`config.mk`:
```
export PLATFORM = sky130hd
export DESIGN_NAME = regfile_swap_arbiter
export DESIGN_NICKNAME = d
export VERILOG_FILES = /design/src/rtl/regfile_swap_arbiter.sv
export SDC_FILE = /design/constraint.sdc
export NUM_CORES = 1
export LEC_CHECK = 0
export BUFFER_PORTS_ARGS = -buffer_cell sky130_fd_sc_hd__buf_2
export CORE_UTILIZATION = 25
export CTS_BUF_LIST = sky130_fd_sc_hd__clkbuf_4 sky130_fd_sc_hd__clkbuf_8 sky130_fd_sc_hd__clkbuf_16
export DETAILED_ROUTE_END_ITERATION = 10
export SKIP_CTS_REPAIR_TIMING = 1
export SLEW_MARGIN = 5
export SYNTH_ARGS = -nofsm -noshare
export SYNTH_HDL_FRONTEND = slang
export SYNTH_SLANG_ARGS = --single-unit
```
`constraint.sdc`:
```
create_clock -name clk -period 4.8 [get_ports clk]
set_input_delay 1.2 -clock clk [delete_from_list [all_inputs] [get_ports clk]]
set_output_delay 1.2 -clock clk [all_outputs]
set_load 0.01 [all_outputs]
```
`src/rtl/regfile_swap_arbiter.sv`:
```
// regfile_swap_arbiter
// Arbitrates single-cycle host accesses and three-cycle swap sequences onto
// one external register file (one combinational read port, one write port).
//
// Optional feature macro: REGFILE_ARB_RR_EN
//   defined   : a simultaneous host/swap request is resolved round-robin,
//               using last_winner (host wins the first tie after reset).
//   undefined : a simultaneous request always grants the host (fixed priority).
//
// Swap sequence:
//   grant cycle (IDLE) : read A, capture it into temp, latch A/B.
//   SWAP_CP            : read B, write it to A.
//   SWAP_WB            : write temp to B, pulse swap_done.
// Reset is asynchronous and active-high.  While it is high, every grant,
// write enable and status output is forced low, so a swap interrupted in
// SWAP_CP or SWAP_WB is dropped without any further write.

module regfile_swap_arbiter #(
  parameter int ADDRESS_WIDTH = 7,
  parameter int DATA_WIDTH    = 8
) (
  input  logic                     clk,
  input  logic                     reset,

  input  logic                     host_req,
  input  logic                     host_we,
  input  logic [ADDRESS_WIDTH-1:0] host_addr,
  input  logic [DATA_WIDTH-1:0]    host_wdata,
  output logic                     host_gnt,
  output logic [DATA_WIDTH-1:0]    host_rdata,

  input  logic                     swap_req,
  input  logic [ADDRESS_WIDTH-1:0] swap_addr_a,
  input  logic [ADDRESS_WIDTH-1:0] swap_addr_b,
  output logic                     swap_gnt,
  output logic                     swap_done,
  output logic                     busy,

  output logic [ADDRESS_WIDTH-1:0] rf_address_r,
  input  logic [DATA_WIDTH-1:0]    rf_data_r,
  output logic [ADDRESS_WIDTH-1:0] rf_address_w,
  output logic [DATA_WIDTH-1:0]    rf_data_w,
  output logic                     rf_we
);

  typedef enum logic [1:0] {
    IDLE    = 2'd0,
    SWAP_CP = 2'd1,
    SWAP_WB = 2'd2
  } state_t;

  state_t                   state;
  logic [ADDRESS_WIDTH-1:0] addr_a;
  logic [ADDRESS_WIDTH-1:0] addr_b;
  logic [DATA_WIDTH-1:0]    temp;

  logic                     grant_host;
  logic                     grant_swap;

`ifdef REGFILE_ARB_RR_EN
  // 1 = swap requester won the most recent grant, 0 = host.
  logic                     last_winner;
`endif

  // Arbitration: only in IDLE and never while reset is asserted.
  always_comb begin
    grant_host = 1'b0;
    grant_swap = 1'b0;
    if (!reset && state == IDLE) begin
      if (host_req && swap_req) begin
`ifdef REGFILE_ARB_RR_EN
        grant_host = last_winner;
        grant_swap = ~last_winner;
`else
        grant_host = 1'b1;
`endif
      end else begin
        grant_host = host_req;
        grant_swap = swap_req;
      end
    end
  end

  // Register file port steering and status outputs for the current state.
  always_comb begin
    host_gnt     = 1'b0;
    host_rdata   = '0;
    swap_gnt     = 1'b0;
    swap_done    = 1'b0;
    rf_address_r = '0;
    rf_address_w = '0;
    rf_data_w    = '0;
    rf_we        = 1'b0;

    case (state)
      IDLE: begin
        if (grant_host) begin
          host_gnt     = 1'b1;
          rf_address_r = host_addr;
          host_rdata   = rf_data_r;
          if (host_we) begin
            rf_we        = 1'b1;
            rf_address_w = host_addr;
            rf_data_w    = host_wdata;
          end
        end else if (grant_swap) begin
          swap_gnt     = 1'b1;
          rf_address_r = swap_addr_a;
        end
      end
      SWAP_CP: begin
        rf_address_r = addr_b;
        rf_we        = 1'b1;
        rf_address_w = addr_a;
        rf_data_w    = rf_data_r;
      end
      SWAP_WB: begin
        rf_we        = 1'b1;
        rf_address_w = addr_b;
        rf_data_w    = temp;
        swap_done    = 1'b1;
      end
      default: ;
    endcase

    // Reset silences the register file port even mid-sequence.
    if (reset) begin
      rf_we     = 1'b0;
      swap_done = 1'b0;
    end
  end

  // busy reflects the registered state, so it drops as soon as reset hits.
  assign busy = (state != IDLE);

  // Sequence state, operand latches, captured data and tie-break history.
  always_ff @(posedge clk or posedge reset) begin
    if (reset) begin
      state  <= IDLE;
      addr_a <= '0;
      addr_b <= '0;
      temp   <= '0;
`ifdef REGFILE_ARB_RR_EN
      last_winner <= 1'b1;
`endif
    end else begin
      case (state)
        IDLE: begin
          if (grant_swap) begin
            addr_a <= swap_addr_a;
            addr_b <= swap_addr_b;
            temp   <= rf_data_r;
            state  <= SWAP_CP;
          end
`ifdef REGFILE_ARB_RR_EN
          if (grant_host) begin
            last_winner <= 1'b0;
          end else if (grant_swap) begin
            last_winner <= 1'b1;
          end
`endif
        end
        SWAP_CP: state <= SWAP_WB;
        SWAP_WB: state <= IDLE;
        default: state <= IDLE;
      endcase
    end
  end

endmodule
```
==> results_dict.tcl, run 1 <==
set metrics [dict create \
    run_status "complete, but fails checks" \
    violations "design-rule violations" \
    maxSlewViolCount 0 \
    io_buffer_count 76 \
    hold_depth 1 \
    crit_arrival_ns 2.35 \
    insertion_delay_ns 0.27 \
    cts_buffers 3 \
    reg2reg_slack_ns 2.58 \
    critPathSlowestCell "nand2b_1" \
    synth.distinct_cells 23 \
    hpwlAfterDp_mm 3.188 \
    path_max_fanout 18 \
    holdWs_ns 0.4938 \
    initialDrtViolationCount 63 \
    wl_per_cell_um 15.64 \
    ir_drop_mv 0.1555 \
    nets 269 \
    io_pins 77 \
    first_global_vias 1415 \
    worst_pin_slew_ns 0.9511 \
    place_area_um2 2093 \
    use_met3_pct 1.682 \
    min_period_over_period_pct 74.05 \
    antenna_cells 0 \
    r2r-end "temp[0]" \
    cts.sinks 24 \
    vias_per_cell 4.960 \
    dieArea_um2 7053 \
    vias 1473 \
    stdcell_area_um2 2165 \
    grtUsageTotal_pct 13.17 \
    maxCapViolCount 0 \
    tritoncts "built" \
    start_util_pct 26.16 \
    postSynthCellCount 151 \
    worstPathCellList "ha_1 -> nand2b_1 -> o32ai_1 -> buf_2" \
    rr_worst_depth 5 \
    dieHeight_um 83.99 \
    layout_common_cells "76 x buf_2, 24 x dfrtp_1, 20 x mux2_4" \
    r2r_start "state[1]" \
    antenna_found_initial 0 \
    gp_congestion 0.7447 \
    dr.pass1.iters 8 \
    synth_warnings 0 \
    top_usage_layer "met2" \
    drc 5 \
    ant_nets 0 \
    drive_gt1_share_pct 47.27 \
    avgSynthCellArea_um2 11.13 \
    rows 29 \
    clock_skew_ns 0.006017 \
    max_slew_margin_pct 36.52 \
    final_common_cell "buf_2" \
    grtUsageMet2_pct 21.68 \
    fmax_mhz 281.3 \
    yosysSeqAreaShare_pct 35.74 \
    die_width_um 83.99 \
    p_per_area_nw_per_um2 561.0 \
    cts_buffer_depth 2 \
    path_clk_slew_ns 0.09 \
    gr-usage-met1_pct 18.38 \
    grt_pass1_wl_mm 7.389 \
    cp_data_required_time_ns 3.60 \
    critPathKind "reg -> out" \
    syn_area_um2 1680 \
    start_kind "flop" \
    wl_mm 4.645 \
    cpPeakStageDelay_ns 0.57 \
    setup_violations 0 \
    total_power_mw 1.214 \
    root_buffer "clkbuf_8" \
    hold_viol 0 \
    crit_path_end_kind "output port" \
    place_ws_ns 1.268 \
    timing.final.ws_setup_ns 1.246 \
    ys_ff_latch 24 \
    grt_max_degree 25 \
    areaGrowthSynthToFinish_pct 28.82 \
    min_period_ns 3.554 \
    overflow 0 \
    coreArea_um2 6422 \
    total_leakage_power_nw 1.116 \
    fin_setup_tns_ns 0 \
    syn_nets 199 \
    hold_class "reg -> reg" \
    hp-start "addr_a[6]" \
    hold_end "addr_a[6]" \
    rsz0062_at_grt "false" \
    htreeDepth 1 \
]
-- cell usage after synthesis --
library cell	n	area, µm²
dfrtp_1	24	600.6
mux2_4	20	300.3
inv_1	19	71.32
a22oi_1	15	112.6
and2_1	15	93.84
o32ai_1	15	131.4
a221o_1	7	70.07
clkbuf_1	6	22.52
ha_1	6	75.07
buf_2	3	15.01
buf_6	3	33.78
nand2b_1	3	18.77
mux2_1	2	22.52
nand2_1	2	7.510
nand4bb_1	2	22.52
o211ai_1	2	15.01
and4bb_4	1	16.27
inv_2	1	3.750
nand3b_1	1	7.510
nand3b_4	1	20.02
nor2b_1	1	6.260
nor3b_1	1	7.510
o22ai_1	1	6.260
-- cell families after synthesis --
logic type | Yosys count | share of synthesized area (%)
mux | 22 | 19.21
compound gates | 40 | 19.96
buf+inv | 32 | 8.711
simple gates | 27 | 11.91
flops | 24 | 35.74
fa+ha+maj | 6 | 4.467
-- routing by layer --
| metal | vias up | wire length, µm | part of all wire [%] |
|---|---|---|---|
| met3 | 2 | 235 | 5.1 |
| li1 | 701 | - | - |
| met5 | - | 0 | 0 |
| met4 | 0 | 15 | 0.32 |
| met1 | 719 | 2118 | 46 |
| met2 | 51 | 2275 | 49 |
-- worst max-delay path by stage --
stage | start | end | slack (ns) | cells after the start
3_5_place_dp | reset | rf_address_r[5] | 1.27 | 5
6_report | state[0] | rf_address_w[5] | 1.25 | 4
2_1_floorplan | reset | rf_address_w[0] | 1.64 | 3
3_3_place_gp | host_we | rf_address_w[1] | 1.28 | 4
4_1_cts | state[0] | rf_address_w[5] | 1.20 | 4
5_1_grt | state[0] | rf_address_w[5] | 1.07 | 4
-- power breakdown --
group	switching, mW	total, mW	internal (mW)	leakage, nW
sequential	0.0663	0.369	0.303	0.290
clock	0.0693	0.181	0.111	0.0357
combinational	0.323	0.664	0.341	0.791
-- sequential cells by signal (all words and copies together), names as in the netlist --
register	cells
state	2
temp	8
addr_b	7
addr_a	7
-- worst max-delay path, delay by kind of cell (launching register included) --
family / cells / cell delay (ns)
DFF: 1 / 0.44
and+or+nand+nor: 1 / 0.57
adders and majority gates: 1 / 0.46
AOI/OAI and AO/OA: 1 / 0.43
buffers and inverters: 1 / 0.19
-- stage by stage --
step           instances  util, %
6_report             297    33.70
2_1_floorplan        151        -
3_3_place_gp         293    32.59
4_1_cts              297    33.70
3_5_place_dp         293    32.59
5_1_grt              297    33.70
-- layout make-up --
cell class | instances | area, µm²
flip-flops and latches | 24 | 600.6
clock buffers | 3 | 41.29
repair buffers | 77 | 387.9
multi-input cells | 95 | 933.4
well taps | 77 | 96.34
clock inverters | 1 | 30.03
inverters | 20 | 75.07
fillers | 671 | 4258
(Power assumes the default switching activity.)
==> inputs of run 2 (changes only) <==
Settings changed: ABC_AREA from default to 1.
Clock period 4.8 ns to 3.1 ns, I/O delays scaled along.
==> results_dict.tcl, run 2 <==
set metrics [dict create \
    htreeDepth 1 \
    min_period_over_period_pct 91.01 \
    vias_per_cell 4.218 \
    start_util_pct 26.34 \
    tritoncts "built" \
    yosys.area.top_type "dfrtp_1" \
    vias 1894 \
    grtUsageTotal_pct 13.55 \
    gp_congestion 0.8397 \
    synth_flop_cell "dfrtp_1" \
    fin_setup_tns_ns 0 \
    stdcell_area_um2 2310 \
    synth.distinct_cells 17 \
    cpLargestDelayFamily "buffers and inverters" \
    ant_nets 0 \
    overflow 0 \
    async_reset_ff_share_pct 100.0 \
    io_buffer_count 76 \
    run_status "finished clean" \
    hold_class "reg -> reg" \
    yosysSeqAreaShare_pct 32.83 \
    grt_pass1_wl_mm 8.073 \
    place_area_um2 2255 \
    dr.pass1.iters 4 \
    hpwlAfterDp_mm 3.837 \
    syn_area_um2 1829 \
    sw_frac_of_total_pct 45.39 \
    cts_buffers 3 \
    path_clk_slew_ns 0.09 \
    hold_viol 0 \
    top_regs "temp x8, addr_a x7, addr_b x7" \
    synth-edff-count 0 \
    dieHeight_um 87.54 \
    first_global_vias 1720 \
    clock_skew_ns 0.004923 \
    avgSynthCellArea_um2 6.418 \
    p_per_area_nw_per_um2 745.8 \
    synth_top_area_share_pct 32.83 \
    ys_top_cells_by_count "116 x nand2_1, 45 x inv_1, 39 x nand3_1" \
    syn_nets 333 \
    synthTopCellsByArea "dfrtp_1 33%, nand2_1 24%, nand3_1 11%" \
    setup_violations 0 \
    grt_max_degree 34 \
    final_common_cell "nand2_1" \
    critPathSlowestCell "dfrtp_1" \
    antenna_found_initial 0 \
    seq_power_share_pct 32.1 \
    insertion_delay_ns 0.27 \
    largest_register_ffs 8 \
    total_leakage_power_nw 1.456 \
    coreArea_um2 6944 \
    drc 0 \
    path_max_fanout 19 \
    root_buffer "clkbuf_8" \
    rows 30 \
    io_pins 77 \
    power.share.clock_pct 12.6 \
    cts_buffer_depth 2 \
    ir_drop_mv 0.2144 \
    fmax_mhz 354.4 \
    die_width_um 87.54 \
    antenna_cells 0 \
    areaGrowthSynthToFinish_pct 26.27 \
    critPathKind "reg -> out" \
    layout_common_cells "116 x nand2_1, 76 x buf_2, 45 x inv_1" \
    synth_warnings 0 \
    worstPathCellList "inv_1 -> ha_1 -> inv_2 -> nor2_8 -> buf_4 -> nand3_1 -> a21oi_1 -> buf_2" \
    maxSlewViolCount 0 \
    comb_power_share_pct 55.3 \
    p_switching_uw 781.9 \
    crit_buf_inv 4 \
    postSynthCellCount 285 \
    nets 402 \
    start_kind "flop" \
    wl_per_cell_um 11.62 \
    ys_ff_latch 24 \
    crit_arrival_ns 2.05 \
    maxCapViolCount 0 \
    cts.sinks 24 \
    wl_mm 5.218 \
    internal-power_uw 940.8 \
    yosysMostFrequentCell "nand2_1" \
    initialDrtViolationCount 115 \
    top_register "temp" \
    dieArea_um2 7663 \
    cpPeakStageDelay_ns 0.43 \
    rsz0062_at_grt "false" \
    min_period_ns 2.821 \
    cp_data_required_time_ns 2.32 \
    drive_gt1_share_pct 27.76 \
    max_slew_margin_pct 37.55 \
    worst_pin_slew_ns 0.9358 \
    crit_path_end_kind "output port" \
]
==> run 2: cell types whose count changed after synthesis, sizes merged, moves of 3 or more <==
cell    delta
o32ai     -15
clkbuf     -3
nand3     +39
buf        +7
a22oi     -15
o21ai      +8
and2      -15
nand2b     -3
nor2      +11
a221o      -7
mux2      -22
inv       +27
nand2    +115
a21oi     +16
==> run 2: path summary, 6_finish.rpt <==
check                      cells after the start  startpoint  slack, ns         endpoint
min reg2reg                                    2   addr_a[4]       0.48        addr_a[4]
max                                            8    state[1]       0.28  rf_address_w[1]
min in group asynchronous                      2       reset       0.77         state[1]
max reg2reg                                    9    state[0]       1.34         state[0]
max in group asynchronous                      2       reset       1.75        addr_a[2]
min                                            2   addr_a[4]       0.48        addr_a[4]
==> run 2: cell type report <==
type / instances / area [µm²]
Clock buffer: 4 / 55.05
Fill cell: 772 / 4634
Multi-Input combinational cell: 198 / 947.2
Tap cell: 96 / 120.1
Sequential cell: 24 / 600.6
Timing Repair Buffer: 80 / 410.4
Inverter: 47 / 176.4
==> run 2: power by group through the flow <==
stage | registers (mW) | clock network, mW | logic [mW]
CTS | 0.553 | 0.225 | 0.968
finish | 0.554 | 0.217 | 0.952
global placement | 0.552 | 0 | 0.955
floorplan | 0.532 | 0 | 0.678
detailed placement | 0.559 | 0 | 0.962
global route | 0.573 | 0.235 | 1.09
==> run 2: cell families (layout without fill, tap and decap cells) <==
| family | after synthesis | count (layout) | share of synthesized area (%) |
|---|---|---|---|
| AND/OR/NAND/NOR | 168 | 168 | 39.47 |
| buffers and inverters | 63 | 131 | 15.39 |
| AO/OA/AOI/OAI | 24 | 24 | 8.208 |
| adder cells (fa/ha/maj) | 6 | 6 | 4.104 |
| flip-flops | 24 | 24 | 32.83 |
==> run 2: worst min-delay path, stage by stage (launching register included) <==
cell     delay [ns]
dfrtp_1        0.35
nand2_1        0.05
nand2_1        0.05
==> run 2: through the flow <==
stage                     setup slack, ns  cells  power [mW]  hold slack [ns]  utilization (%)
after global routing               0.1099    449       1.894           0.5084            33.26
final                              0.2786    449       1.723           0.4820            33.26
after floorplan                    0.8546    285       1.210           0.4417                -
after detailed placement           0.4956    445       1.521           0.4653            32.47
after global placement             0.5329    445       1.507           0.4558            32.47
after CTS                          0.2657    449       1.747           0.4862            33.26
==> run 2: routing by layer <==
metal / vias up / share of wire (%) / GRT usage [%] / routed length (µm)
li1: 995 / - / - / -
met1: 845 / 46 / 17.97 / 2390
met2: 49 / 48 / 22.94 / 2499
met3: 5 / 5.3 / 2.451 / 274
met4: 0 / 1.0 / 3.130 / 54
met5: - / 0 / 0 / 0
==> inputs of run 3 (changes only) <==
Settings changed: ABC_AREA 1 to default.
==> results_dict.tcl, run 3 (synthesis results as in run 1) <==
set metrics [dict create \
    power.share.clock_pct 9.8 \
    fmax_mhz 355.7 \
    place_area_um2 2131 \
    path_max_fanout 17 \
    violations "design-rule violations" \
    gp_congestion 0.7459 \
    total_leakage_power_nw 1.128 \
    dr.pass1.iters 7 \
    io_pins 77 \
    grtUsageTotal_pct 13.14 \
    maxSlewViolCount 0 \
    antenna_cells 0 \
    critPathSlowestCell "dfrtp_1" \
    comb_power_share_pct 58.1 \
    p_switching_uw 704.2 \
    grt_pass1_wl_mm 7.286 \
    cpPeakStageDelay_ns 0.44 \
    overflow 0 \
    final_common_cell "buf_2" \
    hold_viol 0 \
    first_global_vias 1441 \
    wl_mm 4.656 \
    areaGrowthSynthToFinish_pct 29.26 \
    wl_per_cell_um 15.47 \
    rsz0062_at_grt "false" \
    start_util_pct 26.16 \
    path_clk_slew_ns 0.08 \
    cp_data_required_time_ns 2.32 \
    seq_power_share_pct 32.0 \
    io_buffer_count 76 \
    root_buffer "clkbuf_8" \
    rr_worst_depth 5 \
    top_register "temp" \
    dieArea_um2 7053 \
    hpwlAfterDp_mm 3.412 \
    die_width_um 83.99 \
    critPathKind "reg -> out" \
    drc 5 \
    sw_frac_of_total_pct 38.88 \
    internal-power_mw 1.107 \
    min_period_over_period_pct 90.69 \
    setup_violations 0 \
    drive_gt1_share_pct 48.21 \
    holdWs_ns 0.4951 \
    coreArea_um2 6422 \
    ir_drop_mv 0.2528 \
    top_regs "temp x8, addr_a x7, addr_b x7" \
    fin_setup_tns_ns 0 \
    hold_depth 1 \
    vias 1432 \
    clock_skew_ns 0.003656 \
    rows 29 \
    start_kind "flop" \
    dieHeight_um 83.99 \
    insertion_delay_ns 0.26 \
    tritoncts "built" \
    cts_buffers 3 \
    place_ws_ns 0.4425 \
    cts_buffer_depth 2 \
    antenna_found_initial 0 \
    p_per_area_nw_per_um2 833.9 \
    worst_pin_slew_ns 0.9327 \
    layout_common_cells "76 x buf_2, 24 x dfrtp_1, 20 x mux2_4" \
    post-route-util_pct 33.82 \
    initialDrtViolationCount 126 \
    timing.final.ws_setup_ns 0.2885 \
    hold_class "reg -> reg" \
    worstPathCellList "inv_1 -> ha_1 -> nand3b_4 -> inv_2 -> a221o_1 -> buf_2" \
    crit_path_end_kind "output port" \
    htreeDepth 1 \
    min_period_ns 2.812 \
    ant_nets 0 \
    crit_arrival_ns 2.04 \
    stdcell_area_um2 2172 \
    cts.sinks 24 \
    max_slew_margin_pct 37.75 \
    grt_max_degree 25 \
    vias_per_cell 4.757 \
    maxCapViolCount 0 \
    run_status "complete, but fails checks" \
    largest_register_ffs 8 \
    nets 274 \
]
run 3: cell types whose count changed in the layout (fill, tap and decap cells not counted), sizes merged, moves of 16 or more:
cell / delta
nand2: -115
a21oi: -16
nand3: -39
mux2: +22
inv: -27
run 3: metal layers:
layer	up-vias	track usage (%)	wire length [µm]
met4	0	2.821	15
li1	705	-	-
met1	677	17.83	2173
met5	-	0	0
met2	48	21.98	2239
met3	2	2.077	226
run 3: per-stage QoR:
| stage | power, mW | std cells |
|---|---|---|
| finish | 1.811 | 301 |
| global route | 1.951 | 301 |
| CTS | 1.830 | 301 |
| detailed placement | 1.643 | 298 |
| global placement | 1.624 | 298 |
| floorplan | 1.286 | 151 |
run 3: power by group through the flow:
stage	clock network (mW)	logic (mW)	registers [mW]
2_1_floorplan	0	0.739	0.547
3_3_place_gp	0	1.05	0.575
3_5_place_dp	0	1.06	0.581
4_1_cts	0.188	1.06	0.579
5_1_grt	0.196	1.15	0.601
6_report	0.178	1.05	0.580
run 3: final timing paths:
check / to / startpoint / slack, ns
max in group asynchronous: addr_a[1] / reset / 1.76
worst min-delay path: addr_a[6] / addr_a[6] / 0.50
worst max register to register: temp[0] / state[0] / 0.95
worst max-delay path: rf_address_r[0] / state[0] / 0.29
worst min register to register: addr_a[6] / addr_a[6] / 0.50
min in group asynchronous: addr_b[5] / reset / 0.77
run 3: critical path, delay by kind of cell, from the launching register on:
family / cells / cell delay [ns]
compound gates: 1 / 0.20
fa+ha+maj: 1 / 0.32
buf+inv: 3 / 0.57
flops: 1 / 0.44
simple gates: 1 / 0.25
run 3: final cells by class:
class | count | area (µm²)
Inverter | 20 | 75.07
Tap cell | 77 | 96.34
Timing Repair Buffer | 82 | 425.4
Sequential cell | 24 | 600.6
Multi-Input combinational cell | 95 | 933.4
Clock buffer | 3 | 41.29
Fill cell | 660 | 4250
